==> config.mk <==
export PLATFORM = sky130hd
export DESIGN_NAME = cube_scan_engine
export DESIGN_NICKNAME = d
export VERILOG_FILES = /design/src/rtl/cube_pkg.sv /design/src/rtl/cube_frame_dbuf.sv /design/src/rtl/cube_scan_engine.sv
export SDC_FILE = /design/constraint.sdc
export NUM_CORES = 2
export LEC_CHECK = 0
export ABC_AREA = 1
export CAP_MARGIN = 20
export CORE_MARGIN = 2
export CORE_UTILIZATION = 50
export CTS_CLUSTER_SIZE = 14
export DETAILED_ROUTE_END_ITERATION = 6
export PLACE_DENSITY = 0.77
export SETUP_SLACK_MARGIN = 0.3
export SLEW_MARGIN = 20
export SYNTH_ARGS = -nofsm -noshare
export SYNTH_HDL_FRONTEND = slang
export SYNTH_SLANG_ARGS = --single-unit
==> constraint.sdc <==
create_clock -name clk -period 115.3 [get_ports clk]
set_input_delay 23.06 -clock clk [delete_from_list [all_inputs] [get_ports clk]]
set_output_delay 23.06 -clock clk [all_outputs]
set_load 0.02 [all_outputs]
==> src/rtl/cube_pkg.sv <==
// Shared definitions for the light-cube scan engine: default geometry,
// derived address width and the scan FSM state encoding.
package cube_pkg;

    localparam int N_DEF         = 8;
    localparam int DWELL_W_DEF   = 16;
    localparam int SPEED_W_DEF   = 4;
    localparam int BLANK_CYC_DEF = 4;
    localparam int ADDR_W        = $clog2(N_DEF * N_DEF);
    localparam int DWELL_PROD_W  = DWELL_W_DEF + SPEED_W_DEF;

    typedef enum logic [2:0] {
        S_IDLE,
        S_SETUP,
        S_STROBE,
        S_SHOW,
        S_BLANK
    } scan_state_t;

endpackage

==> src/rtl/cube_frame_dbuf.sv <==
// Double-buffered N*N x N frame store: the writer always targets the back
// buffer, the scanner always reads the front buffer, swap flips the roles.
module cube_frame_dbuf
    import cube_pkg::*;
#(
    parameter int N  = N_DEF,
    parameter int AW = $clog2(N * N)
) (
    input  logic          clk,
    input  logic          rst,
    input  logic          swap,
    input  logic          wr_en,
    input  logic [AW-1:0] wr_addr,
    input  logic [N-1:0]  wr_data,
    input  logic [AW-1:0] rd_addr,
    output logic [N-1:0]  rd_data
);

    logic [N-1:0] mem0_q [N*N];
    logic [N-1:0] mem0_d [N*N];
    logic [N-1:0] mem1_q [N*N];
    logic [N-1:0] mem1_d [N*N];
    logic         sel_q, sel_d;
    logic         wr_ok;

    assign wr_ok = wr_en && ({1'b0, wr_addr} < (AW + 1)'(N * N));

    // sel=0: front is mem0, back is mem1. Writes use the pre-swap sel.
    always_comb begin
        mem0_d = mem0_q;
        mem1_d = mem1_q;
        sel_d  = swap ? ~sel_q : sel_q;
        if (wr_ok) begin
            if (sel_q) mem0_d[wr_addr] = wr_data;
            else       mem1_d[wr_addr] = wr_data;
        end
    end

    always_ff @(posedge clk or posedge rst) begin
        if (rst) begin
            mem0_q <= '{default: '0};
            mem1_q <= '{default: '0};
            sel_q  <= 1'b0;
        end else begin
            mem0_q <= mem0_d;
            mem1_q <= mem1_d;
            sel_q  <= sel_d;
        end
    end

    assign rd_data = sel_q ? mem1_q[rd_addr] : mem0_q[rd_addr];

endmodule

==> src/rtl/cube_scan_engine.sv <==
// NxNxN light-cube scanner: per layer, latch N row bytes serially, light the
// layer for a programmable dwell, blank, and swap buffers at frame boundaries.
module cube_scan_engine
    import cube_pkg::*;
#(
    parameter int N         = N_DEF,
    parameter int DWELL_W   = DWELL_W_DEF,
    parameter int SPEED_W   = SPEED_W_DEF,
    parameter int BLANK_CYC = BLANK_CYC_DEF
) (
    input  logic                   clk,
    input  logic                   rst,
    input  logic                   enable,
    input  logic [DWELL_W-1:0]     base_dwell,
    input  logic [SPEED_W-1:0]     speed,
    input  logic                   wr_en,
    input  logic [$clog2(N*N)-1:0] wr_addr,
    input  logic [N-1:0]           wr_data,
    input  logic                   swap_req,
    output logic                   swap_ack,
    output logic                   frame_start,
    output logic [N-1:0]           high_csn,
    output logic [N-1:0]           row,
    output logic [N-1:0]           row_cs
);

    localparam int AW    = $clog2(N * N);
    localparam int IDX_W = (N > 1) ? $clog2(N) : 1;
    localparam int CNT_W = DWELL_W + SPEED_W;
    localparam logic [IDX_W-1:0] LAST = IDX_W'(N - 1);

    scan_state_t      state_q, state_d;
    logic [IDX_W-1:0] layer_q, layer_d, r_q, r_d;
    logic [CNT_W-1:0] cnt_q, cnt_d;
    logic             swap_pend_q, swap_pend_d;
    logic             swap_ack_q, swap_ack_d;
    logic             frame_start_q, frame_start_d;
    logic [N-1:0]     high_csn_q, high_csn_d;
    logic [N-1:0]     row_q, row_d;
    logic [N-1:0]     row_cs_q, row_cs_d;
    logic [DWELL_W-1:0] base_eff;
    logic [CNT_W-1:0] dwell;
    logic             boundary, do_swap;
    logic [AW-1:0]    rd_addr;
    logic [N-1:0]     rd_data;

    // base*(speed+1) written as base*speed+base keeps every operand in CNT_W bits.
    assign base_eff = (base_dwell == '0) ? DWELL_W'(1) : base_dwell;
    assign dwell    = CNT_W'(base_eff) * CNT_W'(speed) + CNT_W'(base_eff);
    assign rd_addr  = AW'(int'(layer_q) * N + int'(r_q));

    cube_frame_dbuf #(.N(N), .AW(AW)) u_dbuf (
        .clk     (clk),
        .rst     (rst),
        .swap    (do_swap),
        .wr_en   (wr_en),
        .wr_addr (wr_addr),
        .wr_data (wr_data),
        .rd_addr (rd_addr),
        .rd_data (rd_data)
    );

    always_ff @(posedge clk or posedge rst) begin
        if (rst) state_q <= S_IDLE;
        else     state_q <= state_d;
    end

    always_comb begin
        state_d = state_q;
        if (!enable) begin
            state_d = S_IDLE;
        end else begin
            case (state_q)
                S_IDLE:   state_d = S_SETUP;
                S_SETUP:  state_d = S_STROBE;
                S_STROBE: state_d = (r_q == LAST) ? S_SHOW : S_SETUP;
                S_SHOW:   if (cnt_q == '0) state_d = S_BLANK;
                S_BLANK:  if (cnt_q == '0) state_d = S_SETUP;
                default:  state_d = S_IDLE;
            endcase
        end
    end

    // The dwell count is reloaded on every strobe so the value sampled on SHOW entry wins.
    always_comb begin
        layer_d = layer_q;
        r_d     = r_q;
        cnt_d   = cnt_q;
        if (!enable || state_q == S_IDLE) begin
            layer_d = '0;
            r_d     = '0;
        end else begin
            case (state_q)
                S_STROBE: begin
                    r_d   = (r_q == LAST) ? '0 : r_q + 1'b1;
                    cnt_d = dwell - CNT_W'(1);
                end
                S_SHOW:  cnt_d = (cnt_q == '0) ? CNT_W'(BLANK_CYC - 1) : cnt_q - 1'b1;
                S_BLANK: begin
                    if (cnt_q != '0) cnt_d = cnt_q - 1'b1;
                    else layer_d = (layer_q == LAST) ? '0 : layer_q + 1'b1;
                end
                default: ;
            endcase
        end
    end

    always_comb begin
        boundary      = enable && (state_q == S_BLANK) && (cnt_q == '0) && (layer_q == LAST);
        do_swap       = boundary && swap_pend_q;
        swap_pend_d   = do_swap ? 1'b0 : (swap_pend_q | swap_req);
        swap_ack_d    = do_swap;
        frame_start_d = enable && ((state_q == S_IDLE) || boundary);
        high_csn_d    = (state_d == S_SHOW) ? ~(N'(1) << layer_q) : '1;
        row_cs_d      = (state_d == S_STROBE) ? (N'(1) << r_q) : '0;
        row_d         = row_q;
        if (state_d == S_IDLE)       row_d = '0;
        else if (state_q == S_SETUP) row_d = rd_data;
    end

    always_ff @(posedge clk or posedge rst) begin
        if (rst) begin
            layer_q       <= '0;
            r_q           <= '0;
            cnt_q         <= '0;
            swap_pend_q   <= 1'b0;
            swap_ack_q    <= 1'b0;
            frame_start_q <= 1'b0;
            high_csn_q    <= '1;
            row_q         <= '0;
            row_cs_q      <= '0;
        end else begin
            layer_q       <= layer_d;
            r_q           <= r_d;
            cnt_q         <= cnt_d;
            swap_pend_q   <= swap_pend_d;
            swap_ack_q    <= swap_ack_d;
            frame_start_q <= frame_start_d;
            high_csn_q    <= high_csn_d;
            row_q         <= row_d;
            row_cs_q      <= row_cs_d;
        end
    end

    assign swap_ack    = swap_ack_q;
    assign frame_start = frame_start_q;
    assign high_csn    = high_csn_q;
    assign row         = row_q;
    assign row_cs      = row_cs_q;

endmodule

==> results.cfg <==
[outcome]
outcome = complete, but fails checks
violations = design-rule violations

[finish]
num-nets-final = 7222
layout-drive-gt1-share_pct = 5.05
layout-area-overhead-vs-synth_pct = 8.83
post_layout_nonfiller_instances = 8659

[placement]
dp.cells = 8447
buffer_ports.inserted = 64
finalWeightedCongestion = 0.942
detailedPlace.worstSlack_ps = 87660
dp_hpwl_mm = 93.4

[power]
ir_worst_vdd_mv = 0.0142
power.leakage_nw = 28.5
pwr_density_cell_mw_per_mm2 = 16.1

[logic_synthesis]
synth_top_area_share_pct = 48.7
synth.yosys.seq_area_share_pct = 49.1
number_of_warnings_reported_in_the_yosys_synthesis_log = 0
synth-seq-cells = 1081
syn-num-nets = 7499
synth_top_flop_cell = sky130_fd_sc_hd__dfrtp_1
avgSynthCellArea_um2 = 7.49
synth.most_common_cell = sky130_fd_sc_hd__nand2_1
synth.cells.most_frequent = sky130_fd_sc_hd__nand2_1, sky130_fd_sc_hd__dfrtp_1, sky130_fd_sc_hd__o21ai_0
async_reset_ff_share_pct = 100
ys_top_cells_by_area = sky130_fd_sc_hd__dfrtp_1, sky130_fd_sc_hd__nand2_1, sky130_fd_sc_hd__o21ai_0
synth.cell_area_mm2 = 0.0551
count_of_flip_flops_with_a_built_in_enable_after_synthesis = 0
netlist.top_cell.by_area = sky130_fd_sc_hd__dfrtp_1
synthesis.instances = 7363
yosysUniqueCellTypes = 41

[sta]
hold_viol = 0
worst_slew_margin_rel_pct = 21.0
clock.fmax_mhz = 37.2
final-setup-viol-count = 0
final.min_clock_period_ps = 26860
timing.final.crit_share_pct = 23.3
fin_skew_ps = 28.6
tns_ps = 0
rsz0062_at_grt = no
timing_max_transition_violations_final = 0
timing_worst_slew_pin_value_ps = 1180
post-route-worst-setup-slack_ps = 88440

[clock_tree]
cts_made_buffers = 113
clock_transition_at_the_registers_of_the_reported_paths_ps = 60
h-tree-depth = 3
count_of_hold_buffers_inserted_by_post_cts_repair = 0
clock_tree.root_cell = sky130_fd_sc_hd__clkbuf_16
cts_repair_resize_count = 0
clkLatencyLatePin_ps = 720
clk_sinks = 1081
tritoncts = yes
clock_tree_buf_depth = 3
cts_post_setup_buffers_inserted = 0

[die]
floorplan.die_area_mm2 = 0.113
std_cell_core_area_mm2 = 0.109
io_pins = 65
die_x_um = 336
effective_utilization_at_floorplan_pct = 50.5
die_h_um = 336
rows = 121

[critical_path]
critical_path_class = primary input to flip-flop
critPathRequiredTime_ps = 115940
critical_path_end_type = flip-flop
critical_path.startpoint_type = primary input
arrival_time_at_the_worst_endpoint_ps = 27500
setup_slack_reg_to_reg_ps = 110520
worst-path-max-fanout = 16

[global_routing]
grt.overflow.total = 0
antenna_found_initial = 3
grt_first_pass_wirelength_mm = 251
via_count_of_the_first_global_routing_pass = 45200
pin_count_of_the_biggest_net_entering_global_routing = 174
grt_use_total_pct = 27.9

[worst_hold_path]
worst_hold_path_type = flip-flop to flip-flop

[run]
cap_violations = 0

[detailed_routing]
antenna_left = 0
drtPass1Iterations = 7
top_signal_layer_used = met5
vias = 48300
m1WireLength_mm = 66.1
initialDrtViolationCount = 5813
met2_length_mm = 69.7
totalWireLength_mm = 157
wire_length_per_cell_um = 18.1
avgViaCountPerCell = 5.58
met3_length_mm = 14.5
drc = 4
[logic make-up (layout without fill, tap and decap cells)]
group	count (synthesis)	in the layout	share of synthesized area (%)
adder cells (fa/ha/maj)	97	97	2.83
XOR/XNOR	10	10	0.159
AND/OR/NAND/NOR	3759	3759	28.2
other	0	1	0
AO/OA/AOI/OAI	1127	1127	10.4
buffers and inverters	1289	1108	9.36
flip-flops	1081	1081	49.1
[flip-flops by register name, summed over array words and instances (netlist names)]
register,flops
layer_q,3
swap_pend_q,1
high_csn,8
swap_ack,1
u_dbuf.mem1_q,512
u_dbuf.mem0_q,512
row_cs,8
state_q,3
cnt_q,20
u_dbuf.sel_q,1
frame_start,1
r_q,3
row,8
[final timing paths]
kind | to | cells after the start | startpoint
max | cnt_q[18]$_DFFE_PP0P_ | 17 | speed[1]
min | u_dbuf.mem0_q[74]$_DFFE_PP0P_ | 2 | u_dbuf.mem0_q[74]$_DFFE_PP0P_
max reg2reg | row[7]$_DFFE_PP0P_ | 14 | r_q[0]$_DFFE_PP0P_
min reg2reg | u_dbuf.mem0_q[74]$_DFFE_PP0P_ | 2 | u_dbuf.mem0_q[74]$_DFFE_PP0P_
max in group asynchronous | u_dbuf.mem1_q[412]$_DFFE_PP0P_ | 6 | rst
min in group asynchronous | u_dbuf.mem0_q[220]$_DFFE_PP0P_ | 2 | rst
[where the power goes]
| part | leakage [nW] | internal, mW | switching (mW) |
|---|---|---|---|
| sequential | 14.7 | 0.407 | 0.0171 |
| clock | 2.02 | 0.243 | 0.159 |
| combinational | 11.8 | 0.0483 | 0.0947 |
| total | 28.5 | 0.698 | 0.271 |
[through the flow]
| stage | hold slack [ps] | util, % | area, um^2 | total power [mW] |
|---|---|---|---|---|
| floorplan | 445 | - | 55100 | 0.533 |
| global placement | 458 | 51.2 | 55900 | 0.566 |
| detailed placement | 465 | 51.2 | 55900 | 0.570 |
| CTS | 480 | 55.0 | 60000 | 0.970 |
| global route | 492 | 55.0 | 60000 | 1.01 |
| finish | 478 | 55.0 | 60000 | 0.969 |
[worst max-delay path: stages]
cell	delay, ps
sky130_fd_sc_hd__clkdlybuf4s50_1	880
sky130_fd_sc_hd__nand2_1	120
sky130_fd_sc_hd__inv_1	100
sky130_fd_sc_hd__fa_1	450
sky130_fd_sc_hd__fa_1	570
sky130_fd_sc_hd__inv_1	60
sky130_fd_sc_hd__fa_1	480
sky130_fd_sc_hd__inv_1	50
sky130_fd_sc_hd__ha_1	360
sky130_fd_sc_hd__nand2_1	80
sky130_fd_sc_hd__nand2_1	70
sky130_fd_sc_hd__o21ai_0	160
sky130_fd_sc_hd__o21ai_0	510
sky130_fd_sc_hd__nand3_1	170
sky130_fd_sc_hd__nand3b_1	130
sky130_fd_sc_hd__nand3_1	90
sky130_fd_sc_hd__a21oi_1	160
[cell usage in the layout, fill, tap and decap left out, drive strengths merged, types with 2 or more instances in the layout]
cell type | netlist | layout
clkinvlp | 0 | 7
o21bai | 7 | 7
a21boi | 2 | 2
nand4 | 12 | 12
or2 | 59 | 59
nor2 | 123 | 123
inv | 781 | 786
o21ai | 1060 | 1060
o22ai | 3 | 3
nand3 | 903 | 903
xor2 | 6 | 6
clkdlybuf4s50 | 0 | 64
buf | 240 | 49
a21oi | 42 | 42
nand3b | 4 | 4
nand2 | 2630 | 2630
dfrtp | 1073 | 1073
ha | 51 | 51
xnor2 | 4 | 4
a22oi | 3 | 3
nor3 | 25 | 25
dfstp | 8 | 8
a31oi | 5 | 5
clkinv | 3 | 24
fa | 46 | 46
bufinv | 0 | 19
o211ai | 2 | 2
nor4 | 3 | 3
clkbuf | 265 | 159
[metal layers]
metal,track usage (%),vias to the layer above
li1,-,22600
met5,0,-
met4,11.5,6
met1,38.7,23100
met2,43.0,2207
met3,5.27,376
[layout make-up]
type | instances | area (um^2)
fillers | 9990 | 49200
flip-flops and latches | 1081 | 27100
multi-input cells | 4993 | 22900
clock buffers | 159 | 3320
inverters | 784 | 2990
well taps | 1476 | 1850
repair buffers | 113 | 1040
clock inverters | 52 | 806
diodes | 1 | 2.50
No activity file was read; power rests on OpenSTA's default activity.
